File: src/rtl/hazard_controller.sv
// ---------------------------------------------------------------------------
// HazardController: pipeline sequencing controller for the 5-stage core.
//
// Purpose:
//   Drives every stage stall/flush enable. It resolves load-use hazards,
//   taken-branch flushes and data-memory wait states. It sequences the
//   multi-cycle multiply/divide unit (MDU) through a start/done handshake.
//   It also keeps a saturating count of fetch-stall cycles and a sticky
//   MDU-timeout flag.
//
// Ports:
//   clk, reset            clock and synchronous active-high reset
//   Rs1D, Rs2D            source registers of the Decode instruction
//   RdE, ResultSrcE0      destination register / is-load of the Execute instr
//   PCSrcE                taken branch/jump resolved in Execute
//   MduOpE, MduDone       MDU op in Execute / MDU result-valid pulse
//   MemReqM, MemReadyM    data-memory request / completion in Memory stage
//   StallF/D/E/M          hold PC, IF/ID, ID/EX, EX/MEM
//   FlushD/E/M/W          clear IF/ID, ID/EX, EX/MEM, MEM/WB
//   MduStart              one-cycle MDU start pulse
//   StallCycles           saturating count of cycles with StallF=1
//   MduErr                sticky flag: MDU exceeded MDU_TIMEOUT wait cycles
// ---------------------------------------------------------------------------
module hazard_controller #(
  parameter int CNT_W       = 32,
  parameter int MDU_TIMEOUT = 64
) (
  input  logic             clk,
  input  logic             reset,
  input  logic [4:0]       Rs1D,
  input  logic [4:0]       Rs2D,
  input  logic [4:0]       RdE,
  input  logic             ResultSrcE0,
  input  logic             PCSrcE,
  input  logic             MduOpE,
  input  logic             MduDone,
  input  logic             MemReqM,
  input  logic             MemReadyM,
  output logic             StallF,
  output logic             StallD,
  output logic             StallE,
  output logic             StallM,
  output logic             FlushD,
  output logic             FlushE,
  output logic             FlushM,
  output logic             FlushW,
  output logic             MduStart,
  output logic [CNT_W-1:0] StallCycles,
  output logic             MduErr
);

  typedef enum logic [1:0] {
    RUN      = 2'd0,
    MDU_BUSY = 2'd1,
    MEM_WAIT = 2'd2
  } stateT;

  stateT             state_q, state_d;
  logic [15:0]       waitCnt_q, waitCnt_d;
  logic              mduErr_q, mduErr_d;
  logic [CNT_W-1:0]  stallCycles_q, stallCycles_d;

  logic              memStall;
  logic              lwStall;
  logic [16:0]       waitInc;
  logic              timeoutHit;

  // Hazard detection terms. A load into x0 never creates a dependency.
  assign memStall = MemReqM & ~MemReadyM;
  assign lwStall  = ResultSrcE0 & (RdE != 5'd0) & ((RdE == Rs1D) | (RdE == Rs2D));

  // The wait counter is widened by one bit so the increment cannot wrap,
  // even with the largest timeout. The counter stops at MDU_TIMEOUT.
  assign waitInc    = {1'b0, waitCnt_q} + 17'd1;
  assign timeoutHit = (waitInc >= 17'(MDU_TIMEOUT));

  // Next-state and output decode. MEM_WAIT falls through to the RUN rules
  // once memory is ready, so the completing cycle costs no extra bubble.
  // While reset is high, every enable is forced low whatever the inputs are.
  always_comb begin
    StallF        = 1'b0;
    StallD        = 1'b0;
    StallE        = 1'b0;
    StallM        = 1'b0;
    FlushD        = 1'b0;
    FlushE        = 1'b0;
    FlushM        = 1'b0;
    FlushW        = 1'b0;
    MduStart      = 1'b0;
    state_d       = state_q;
    waitCnt_d     = waitCnt_q;
    mduErr_d      = mduErr_q;
    stallCycles_d = stallCycles_q;

    if (!reset) begin
      case (state_q)
        MDU_BUSY: begin
          // The MDU occupies Execute, so branch and load-use are ignored here.
          if (!MduDone) begin
            StallF    = 1'b1;
            StallD    = 1'b1;
            StallE    = 1'b1;
            FlushM    = 1'b1;
            waitCnt_d = timeoutHit ? 16'(MDU_TIMEOUT) : waitInc[15:0];
            if (timeoutHit) begin
              mduErr_d = 1'b1;
            end
          end else begin
            state_d = RUN;
          end
        end
        default: begin
          if (memStall) begin
            StallF  = 1'b1;
            StallD  = 1'b1;
            StallE  = 1'b1;
            StallM  = 1'b1;
            FlushW  = 1'b1;
            state_d = MEM_WAIT;
          end else if (MduOpE) begin
            MduStart  = 1'b1;
            StallF    = 1'b1;
            StallD    = 1'b1;
            StallE    = 1'b1;
            FlushM    = 1'b1;
            waitCnt_d = 16'd0;
            state_d   = MDU_BUSY;
          end else begin
            state_d = RUN;
            // A taken branch discards the Decode instruction, so a
            // concurrent load-use stall on it is pointless.
            if (PCSrcE) begin
              FlushD = 1'b1;
              FlushE = 1'b1;
            end else if (lwStall) begin
              StallF = 1'b1;
              StallD = 1'b1;
              FlushE = 1'b1;
            end
          end
        end
      endcase

      if (StallF && (stallCycles_q != {CNT_W{1'b1}})) begin
        stallCycles_d = stallCycles_q + {{(CNT_W-1){1'b0}}, 1'b1};
      end
    end
  end

  // State, counters and sticky error flag, with synchronous reset.
  always_ff @(posedge clk) begin
    if (reset) begin
      state_q       <= RUN;
      waitCnt_q     <= 16'd0;
      mduErr_q      <= 1'b0;
      stallCycles_q <= '0;
    end else begin
      state_q       <= state_d;
      waitCnt_q     <= waitCnt_d;
      mduErr_q      <= mduErr_d;
      stallCycles_q <= stallCycles_d;
    end
  end

  assign StallCycles = stallCycles_q;
  assign MduErr      = mduErr_q;

endmodule

File: config.mk
export PLATFORM = sky130hd
export DESIGN_NAME = hazard_controller
export DESIGN_NICKNAME = d
export VERILOG_FILES = /design/src/rtl/hazard_controller.sv
export SDC_FILE = /design/constraint.sdc
export NUM_CORES = 1
export LEC_CHECK = 0
export CORE_MARGIN = 2
export CORE_UTILIZATION = 54
export DETAILED_ROUTE_END_ITERATION = 8
export HOLD_SLACK_MARGIN = 0.12
export PLACE_DENSITY = 0.85
export REMOVE_ABC_BUFFERS = 1
export SLEW_MARGIN = 40
export SYNTH_ARGS = -nofsm -noshare
export SYNTH_HDL_FRONTEND = slang
export SYNTH_SLANG_ARGS = --single-unit
File: constraint.sdc
create_clock -name clk -period 5.7 [get_ports clk]
set_input_delay 1.14 -clock clk [delete_from_list [all_inputs] [get_ports clk]]
set_output_delay 1.14 -clock clk [all_outputs]
set_load 0.01 [all_outputs]
==> impl_results.md, run 1 <==
* Outcome: completed
* CTS Buf Count at 5
* Post-place setup slack at 0.949 ns
* Post_cts resized at 0
* Routability Congestion at 0.770
* Combinational Power Share at 12.5%
* Max cap viols at 0
* Vias at 2771
* IO Count at 65
* Global-route wire length before repair at 11700 um
* Clk_lat worst skew at 0.31 ns
* Slew Viols, Final at 0
* Final setup fails at 0
* Fin crit period at 4.78 ns
* Rows at 26
* Max rail drop VDD at 0.137 mV
* Sequential share of power at 53.5%
* Fmax at 0.209 GHz
* CTS tree: yes
* Clk pwr share at 34.0%
* Overall Power at 0.682 mW
* Ys Warns at 0
* PwrDens at 192 nW/um^2
* Clk Tree Root Cell: clkbuf_8
* Leak pwr at 1.14 nW
* Worst Max-Slew Pin Slew at 0.630 ns
* Number of global-route vias before repair at 2659
* Startpoint Class: input pin
* Largest area contributor in the netlist: dfxtp_1
* Final Non-Filler Cells at 467
* Worst Setup Path Type: input pin to output port
* Post-synth top flop: dfxtp_1
* Ant diodes at 0
* Design area at 3550 um^2
* Drt initial violations at 187
* Die width at 76.0 um
* R2R depth at 7
* DRT Wirelength at 6690 um
* Worst-path clk slew at 0.09 ns
* Hold_ws at 0.473 ns
* Dpl hpwl at 4760 um
* Total net switching power at 0.173 mW
* Core Util, Final at 70.5%
* Layout cells sized above 1 at 6.30%
* Synth top area cells: dfxtp_1, a21oi_1, or3_1
* Post-DP Area at 3440 um^2
* Max_slew headroom at 57.7%
* Hold Crit Class: flop to flop
* Final ANT Viol Nets at 0
* EDFF count, synth at 0
* Internal power at 0.510 mW
* Required time worst endpoint at 4.56 ns
* Core area at 5040 um^2
* # Post-CTS Setup Buffers at 0
* Drt pass-1 iters at 4
* Clock Sinks at 51
* Final #Nets at 421
* Distinct cell type count after synthesis at 49
* # port buffers at 64
* Crit path capture type: output port
* Initial antenna violation count at 0
* Routed vias/inst at 5.93
* Residual DRC at 0
* Worst-case clock buffer depth at 2
* Sw frac at 25.3%
* Starting Density at 55.5%
* Total GRT Usage at 23.9%
* Area share of the largest cell type after synthesis at 36.5%
* Area added between synthesis and finish at 27.0%
* Ys async rst share at 0%
* Final worst slack at 0.922 ns
* Critical Path AT at 3.64 ns
* CTS hold repair buffers at 0
* Die footprint at 5780 um^2
* Final Cycle Share at 83.8%
* Largest net degree at the start of global routing at 37
* Avg Inst Size Synth at 8.18 um^2
* Worst hold path cell count at 2
* Crit Path Max Fanout at 20
* Post-Syn Area at 2800 um^2
* Filler instances at 420
* Hold Fails Final Rpt at 0
* Die Span Y at 76.0 um
* Setup_tns at 0 ns
* RSZ-0062 raised after global routing: no
* #FFs+latches synth at 51
* Post-Syn Instances at 342
* CTS H-tree depth at 2
* Seq/Total Area, Yosys at 36.5%
* WL/cell at 14.3 um
* Grt total ovfl at 0
* Max Clock Skew at 0.00305 ns
* Dpl cells at 459
[metal layers]
| layer | track usage [%] | routed length [um] |
|---|---|---|
| met1 | 30.3 | 3030 |
| met5 | 0 | 0 |
| met4 | 10.0 | 129 |
| met3 | 5.21 | 417 |
| met2 | 39.6 | 3110 |
[synth_stat cells (2+ instances only)]
cell,number
mux2_2,2
or3_1,19
and2_1,12
nor3b_1,4
nor2_1,19
and4_1,3
a31oi_1,2
nor4_1,3
o21ai_0,20
o31ai_1,12
a21oi_1,31
nor2b_1,7
or2_2,3
a211o_2,2
nand2_1,26
buf_6,2
and3_1,2
nand2b_1,2
o21ai_1,3
dfxtp_1,51
o2111ai_1,4
or4_1,12
xor2_1,13
nand3_1,22
ha_1,2
nand4b_1,2
clkbuf_1,10
nor3_1,8
nand4_1,14
inv_1,6
buf_4,5
nand3b_1,2
[final cells by class]
cell class | count | area, um^2 | share of cell area (%)
clock buffer | 7 | 96.3 | 2.71
clock inverter | 1 | 7.51 | 0.211
inverter | 6 | 22.5 | 0.634
multi-input combinational | 267 | 1670 | 47.0
sequential | 51 | 1020 | 28.7
tap | 70 | 87.6 | 2.46
timing repair buffer | 65 | 648 | 18.2
[critical path: stages]
cell and delay [ns]:
clkdlybuf4s50_1 0.49, or4_1 0.57, o2111ai_1 0.25, o21a_1 0.55, nor2_1 0.12, clkdlybuf4s50_1 0.51
[layout by cell type, fill, tap and decap left out, types with 3 or more instances in the layout]
cell             count
clkbuf_8             7
o21ai_0             20
clkdlybuf4s50_1     64
nand4_1             14
nor2_1              19
o2111ai_1            4
nand2_1             25
and2_1              12
inv_1                6
o31ai_1             12
nor3_1               7
a21oi_1             31
nor4_1               3
xor2_1              13
or3_1               19
o21ai_1              3
dfxtp_1             51
or2_2                3
nor3b_1              4
nand3_1             22
and4_1               3
or4_1               12
nor2b_1              6
[path summary, 6_finish.rpt]
path,to,slack (ns),start
setup / recovery,StallF,0.92,RdE[2]
hold / removal,MduErr$_SDFFE_PP0P_,0.47,MduErr$_SDFFE_PP0P_
setup reg to reg,StallCycles[12]$_SDFFE_PP0P_,2.97,StallCycles[0]$_SDFFE_PP0P_
hold reg to reg,MduErr$_SDFFE_PP0P_,0.47,MduErr$_SDFFE_PP0P_
[sequential cells by signal, indices dropped and copies added (netlist names)]
signal,count
state_q,2
MduErr,1
StallCycles,32
waitCnt_q,16
[cells by family (layout without fill, tap and decap cells)]
kind of cell / Yosys count / after routing / share of synthesized area, %
compound gates: 83 / 83 / 18.9
xor+xnor: 14 / 14 / 4.38
fa+ha+maj: 2 / 2 / 0.894
buf+inv: 24 / 79 / 4.47
flops: 51 / 51 / 36.5
mux: 3 / 3 / 1.16
simple gates: 165 / 165 / 33.8
[power groups by stage]
stage	sequential [mW]	combinational [mW]	clock [mW]
after floorplan	0.373	0.0366	0
after global placement	0.373	0.0832	0
after detailed placement	0.373	0.0844	0
after CTS	0.365	0.0849	0.235
after global routing	0.366	0.0949	0.245
final	0.365	0.0854	0.232
Power figures use the tool's default switching activity.
==> inputs of run 2 (changes only) <==
CORE_UTILIZATION = 45   (was 54)
PLACE_DENSITY = 0.76   (was 0.85)
clock period = 4.2 ns   (was 5.7 ns; I/O delays follow)
==> run 2 against run 1 <==
Against the previous run:
- worst setup slack lost 0.48 ns
- final cell count up 1.7%
- combinational power is 39% higher
- wire length grew 1.8%
- largest cell class unchanged
- critical path type unchanged
- sequential power grew 36%
- non-clock buffer count grew 4
==> impl_results.md, run 2 (same netlist as run 1, synthesis figures left out) <==
* Routed vias/inst at 5.91
* PwrDens at 265 nW/um^2
* Hold Crit Class: flop to flop
* Die width at 82.9 um
* Post-DP Area at 3470 um^2
* Core area at 5960 um^2
* Fin crit period at 3.76 ns
* Combinational Power Share at 12.5%
* Critical Path AT at 2.92 ns
* Die footprint at 6870 um^2
* Max Clock Skew at 0.0100 ns
* Total net switching power at 0.229 mW
* Vias at 2809
* Core Util, Final at 60.0%
* Worst Max-Slew Pin Slew at 0.510 ns
* Clock Sinks at 51
* Clk Tree Root Cell: clkbuf_8
* Total GRT Usage at 19.7%
* Largest net degree at the start of global routing at 30
* Clk pwr share at 35.3%
* Max cap viols at 0
* # Post-CTS Setup Buffers at 0
* Max FFs per register at 32
* Global-route wire length before repair at 11600 um
* Final setup fails at 0
* CTS Buf Count at 5
* Hold Fails Final Rpt at 0
* RSZ-0062 raised after global routing: no
* Residual DRC at 0
* IO Count at 65
* Crit Path Max Fanout at 4
* WL/cell at 14.3 um
* Die Span Y at 82.9 um
* Dpl hpwl at 5000 um
* Sequential share of power at 52.2%
* Max_slew headroom at 65.8%
* Design area at 3580 um^2
* Max rail drop VDD at 0.164 mV
* Routability Congestion at 0.768
* Worst Setup Path Type: input pin to output port
* Leak pwr at 1.14 nW
* Post_cts resized at 0
* Critical Path Max Stage Delay at 0.60 ns
* Required time worst endpoint at 3.36 ns
* Slowest stage cell, crit path: clkdlybuf4s50_1
* Initial antenna violation count at 0
* Commonest non-fill, non-tap cell in the layout: clkdlybuf4s50_1
* Ant diodes at 0
* Clk_lat worst skew at 0.31 ns
* Slew Viols, Final at 0
* Crit path capture type: output port
* CTS H-tree depth at 2
* Filler instances at 587
* Worst path cell trace: clkdlybuf4s50_1 -> xor2_1 -> nor3_1 -> a22oi_1 -> o21ai_0 -> nor4b_1 -> clkdlybuf4s50_1
* Area added between synthesis and finish at 27.8%
* Fmax at 0.266 GHz
* Final Non-Filler Cells at 475
* DRT Wirelength at 6810 um
* Drt pass-1 iters at 4
* Hold_ws at 0.454 ns
* Dpl cells at 468
* Internal power at 0.719 mW
* Sw frac at 24.2%
* Final Cycle Share at 89.5%
* Startpoint Class: input pin
* Final #Nets at 425
* Rows at 28
* CTS hold repair buffers at 0
* Outcome: completed
* Setup_tns at 0 ns
* Worst-path clk slew at 0.08 ns
* Worst-case clock buffer depth at 2
* Most frequent cells in the layout: clkdlybuf4s50_1, dfxtp_1, a21oi_1
* Final ANT Viol Nets at 0
* Layout cells sized above 1 at 6.50%
* Number of global-route vias before repair at 2532
* Crit-path most repeated cell: clkdlybuf4s50_1
* Starting Density at 47.0%
* # port buffers at 64
* Grt total ovfl at 0
* Drt initial violations at 112
* CTS tree: yes
[run 2: worst paths after layout]
check / startpoint / endpoint / slack [ns] / depth (start not counted)
max: RdE[0] / FlushE / 0.44 / 7
min: MduErr$_SDFFE_PP0P_ / MduErr$_SDFFE_PP0P_ / 0.45 / 2
max reg2reg: waitCnt_q[0]$_SDFFE_PP0P_ / MduErr$_SDFFE_PP0P_ / 1.61 / 7
min reg2reg: MduErr$_SDFFE_PP0P_ / MduErr$_SDFFE_PP0P_ / 0.45 / 2
[run 2: power groups by stage]
stage | registers (mW) | clock network (mW) | logic, mW
2_1_floorplan | 0.507 | 0 | 0.0496
3_3_place_gp | 0.506 | 0 | 0.115
3_5_place_dp | 0.506 | 0 | 0.118
4_1_cts | 0.495 | 0.341 | 0.119
5_1_grt | 0.496 | 0.358 | 0.131
6_report | 0.495 | 0.334 | 0.119
[run 2: layout make-up]
class / instances / area [um^2] / share of cell area [%]
sequential: 51 / 1020 / 28.6
timing repair buffer: 69 / 678 / 19.0
clock inverter: 1 / 30.0 / 0.840
inverter: 6 / 22.5 / 0.630
clock buffer: 6 / 72.6 / 2.03
multi-input combinational: 267 / 1660 / 46.4
tap: 75 / 93.8 / 2.62
[run 2: worst max-delay path, delay by kind of cell]
family,cells,cell delay (ns)
simple gates,2,0.47
buf+inv,2,1.11
compound gates,2,0.29
xor+xnor,1,0.21
[run 2: metrics by stage]
step | worst slack (ns) | power, mW
CTS | 0.400 | 0.954
floorplan | 1.22 | 0.557
global route | 0.171 | 0.985
detailed placement | 0.435 | 0.624
global placement | 0.505 | 0.621
finish | 0.442 | 0.948
[run 2: layer usage]
layer  share of wire [%]  vias to the layer above  GRT usage [%]
met2                  48                       76           32.6
li1                    -                     1395              -
met3                 5.0                        8           4.27
met5                   0                        -              0
met4                 1.5                        0           6.41
met1                  46                     1330           25.6
==> inputs of run 3 (changes only) <==
CORE_UTILIZATION = 35   (was 45)
PLACE_DENSITY = default   (was 0.76)
==> run 3 against run 2 <==
Against the previous run:
- register-to-register slack lost 0.02 ns
- power barely moved
- clock-buffer cell count did not move
- critical path type unchanged
- largest cell class unchanged
- largest power group unchanged
==> impl_results.md, run 3 (same netlist as run 1, synthesis figures left out) <==
* Worst-path clk slew at 0.08 ns
* Routability Congestion at 0.745
* CTS hold repair buffers at 0
* Final Cycle Share at 90.8%
* Fin crit period at 3.82 ns
* Required time worst endpoint at 3.36 ns
* Critical Path AT at 2.98 ns
* Die Span Y at 93.4 um
* Number of global-route vias before repair at 2579
* CTS H-tree depth at 2
* Residual DRC at 0
* Most frequent cells in the layout: clkdlybuf4s50_1, dfxtp_1, a21oi_1
* Final ANT Viol Nets at 0
* Max cap viols at 0
* IO Count at 65
* RSZ-0062 raised after global routing: no
* Drt initial violations at 134
* Starting Density at 36.2%
* Die footprint at 8730 um^2
* Global-route wire length before repair at 12200 um
* Vias at 2788
* Ant diodes at 0
* Crit path capture type: output port
* CTS tree: yes
* # Post-CTS Setup Buffers at 0
* Dpl hpwl at 5120 um
* CTS Buf Count at 5
* Outcome: completed
* Max Clock Skew at 0.0105 ns
* Initial antenna violation count at 0
* Hold Crit Class: flop to flop
* Setup_tns at 0 ns
* Area of the multi-input gates at 1660 um^2
* Sequential cell area at 1020 um^2
* Worst Setup Path Type: input pin to output port
* Design area at 3610 um^2
* FF-to-FF setup slack at 1.59 ns
* Leak pwr at 1.14 nW
* Core area at 7730 um^2
* Crit path from: RdE[0]
* Worst Hold Launch: MduErr$_SDFFE_PP0P_
* DRT Wirelength at 7160 um
* Routed vias/inst at 5.55
* Slew Viols, Final at 0
* Final setup fails at 0
* Overall Power at 0.948 mW
* Max FFs per register at 32
* Layout cells sized above 1 at 6.25%
* # port buffers at 64
* Total GRT Usage at 16.9%
* Hold Fails Final Rpt at 0
* Final Non-Filler Cells at 502
* Crit Path Max Fanout at 4
* Drt pass-1 iters at 4
* Area added between synthesis and finish at 28.9%
* Largest net degree at the start of global routing at 37
* Filler instances at 751
* R2R Path Start: StallCycles[13]$_SDFFE_PP0P_
* Worst-case clock buffer depth at 2
* Final #Nets at 425
* PwrDens at 263 nW/um^2
* Die width at 93.4 um
* Worst Max-Slew Pin Slew at 0.867 ns
* Post-DP Area at 3500 um^2
* WL/cell at 14.3 um
* Clock Sinks at 51
* Rows at 32
* Dpl cells at 495
* Post_cts resized at 0
* Clk Tree Root Cell: clkbuf_8
* Fmax at 0.262 GHz
* Grt total ovfl at 0
* Max_slew headroom at 41.7%
* Max rail drop VDD at 0.140 mV
* Startpoint Class: input pin
* Commonest non-fill, non-tap cell in the layout: clkdlybuf4s50_1
* Clk_lat worst skew at 0.30 ns
==> run 3: cell types whose count changed in the layout (fill, tap and decap cells not counted) <==
cell | previous run | this run
nand2_1 | 25 | 26
nand2_2 | 1 | 0
==> run 3: worst paths after layout <==
| kind | cells after the start | to |
|---|---|---|
| max | 7 | FlushE |
| min | 2 | MduErr$_SDFFE_PP0P_ |
| min reg2reg | 2 | MduErr$_SDFFE_PP0P_ |
| max reg2reg | 7 | StallCycles[12]$_SDFFE_PP0P_ |
==> run 3: cell type report <==
cell class | count | share of cell area, %
Inverter | 6 | 0.624
Timing Repair Buffer | 69 | 18.8
Clock inverter | 1 | 0.832
Clock buffer | 6 | 2.01
Tap cell | 102 | 3.54
Multi-Input combinational cell | 267 | 45.9
Sequential cell | 51 | 28.3
==> run 3: power breakdown <==
part / leakage, nW / total [mW] / switching, mW / internal, mW
registers: 0.411 / 0.495 / 0.00608 / 0.489
logic: 0.681 / 0.121 / 0.0640 / 0.0566
clock network: 0.0513 / 0.333 / 0.158 / 0.175
total: 1.14 / 0.948 / 0.228 / 0.720
==> run 3: stage by stage <==
stage / setup WS, ns / utilization (%) / hold slack, ns
2_1_floorplan: 1.22 / - / 0.463
3_3_place_gp: 0.444 / 45.3 / 0.439
3_5_place_dp: 0.398 / 45.3 / 0.443
4_1_cts: 0.364 / 46.6 / 0.456
5_1_grt: 0.221 / 46.7 / 0.486
6_report: 0.385 / 46.7 / 0.456
==> run 3: metal layers <==
metal / part of all wire, % / GRT usage [%] / up-vias
met2: 45 / 27.0 / 75
met5: 0 / 0 / -
li1: - / - / 1395
met3: 5.6 / 3.87 / 2
met4: 0.63 / 4.41 / 0
met1: 49 / 23.0 / 1316
==> run 3: worst max-delay path: stages <==
cell and delay (ns):
clkdlybuf4s50_1 0.50, xor2_1 0.20, nor3_1 0.24, a22oi_1 0.15
o21ai_0 0.16, nor4b_1 0.28, clkdlybuf4s50_1 0.61
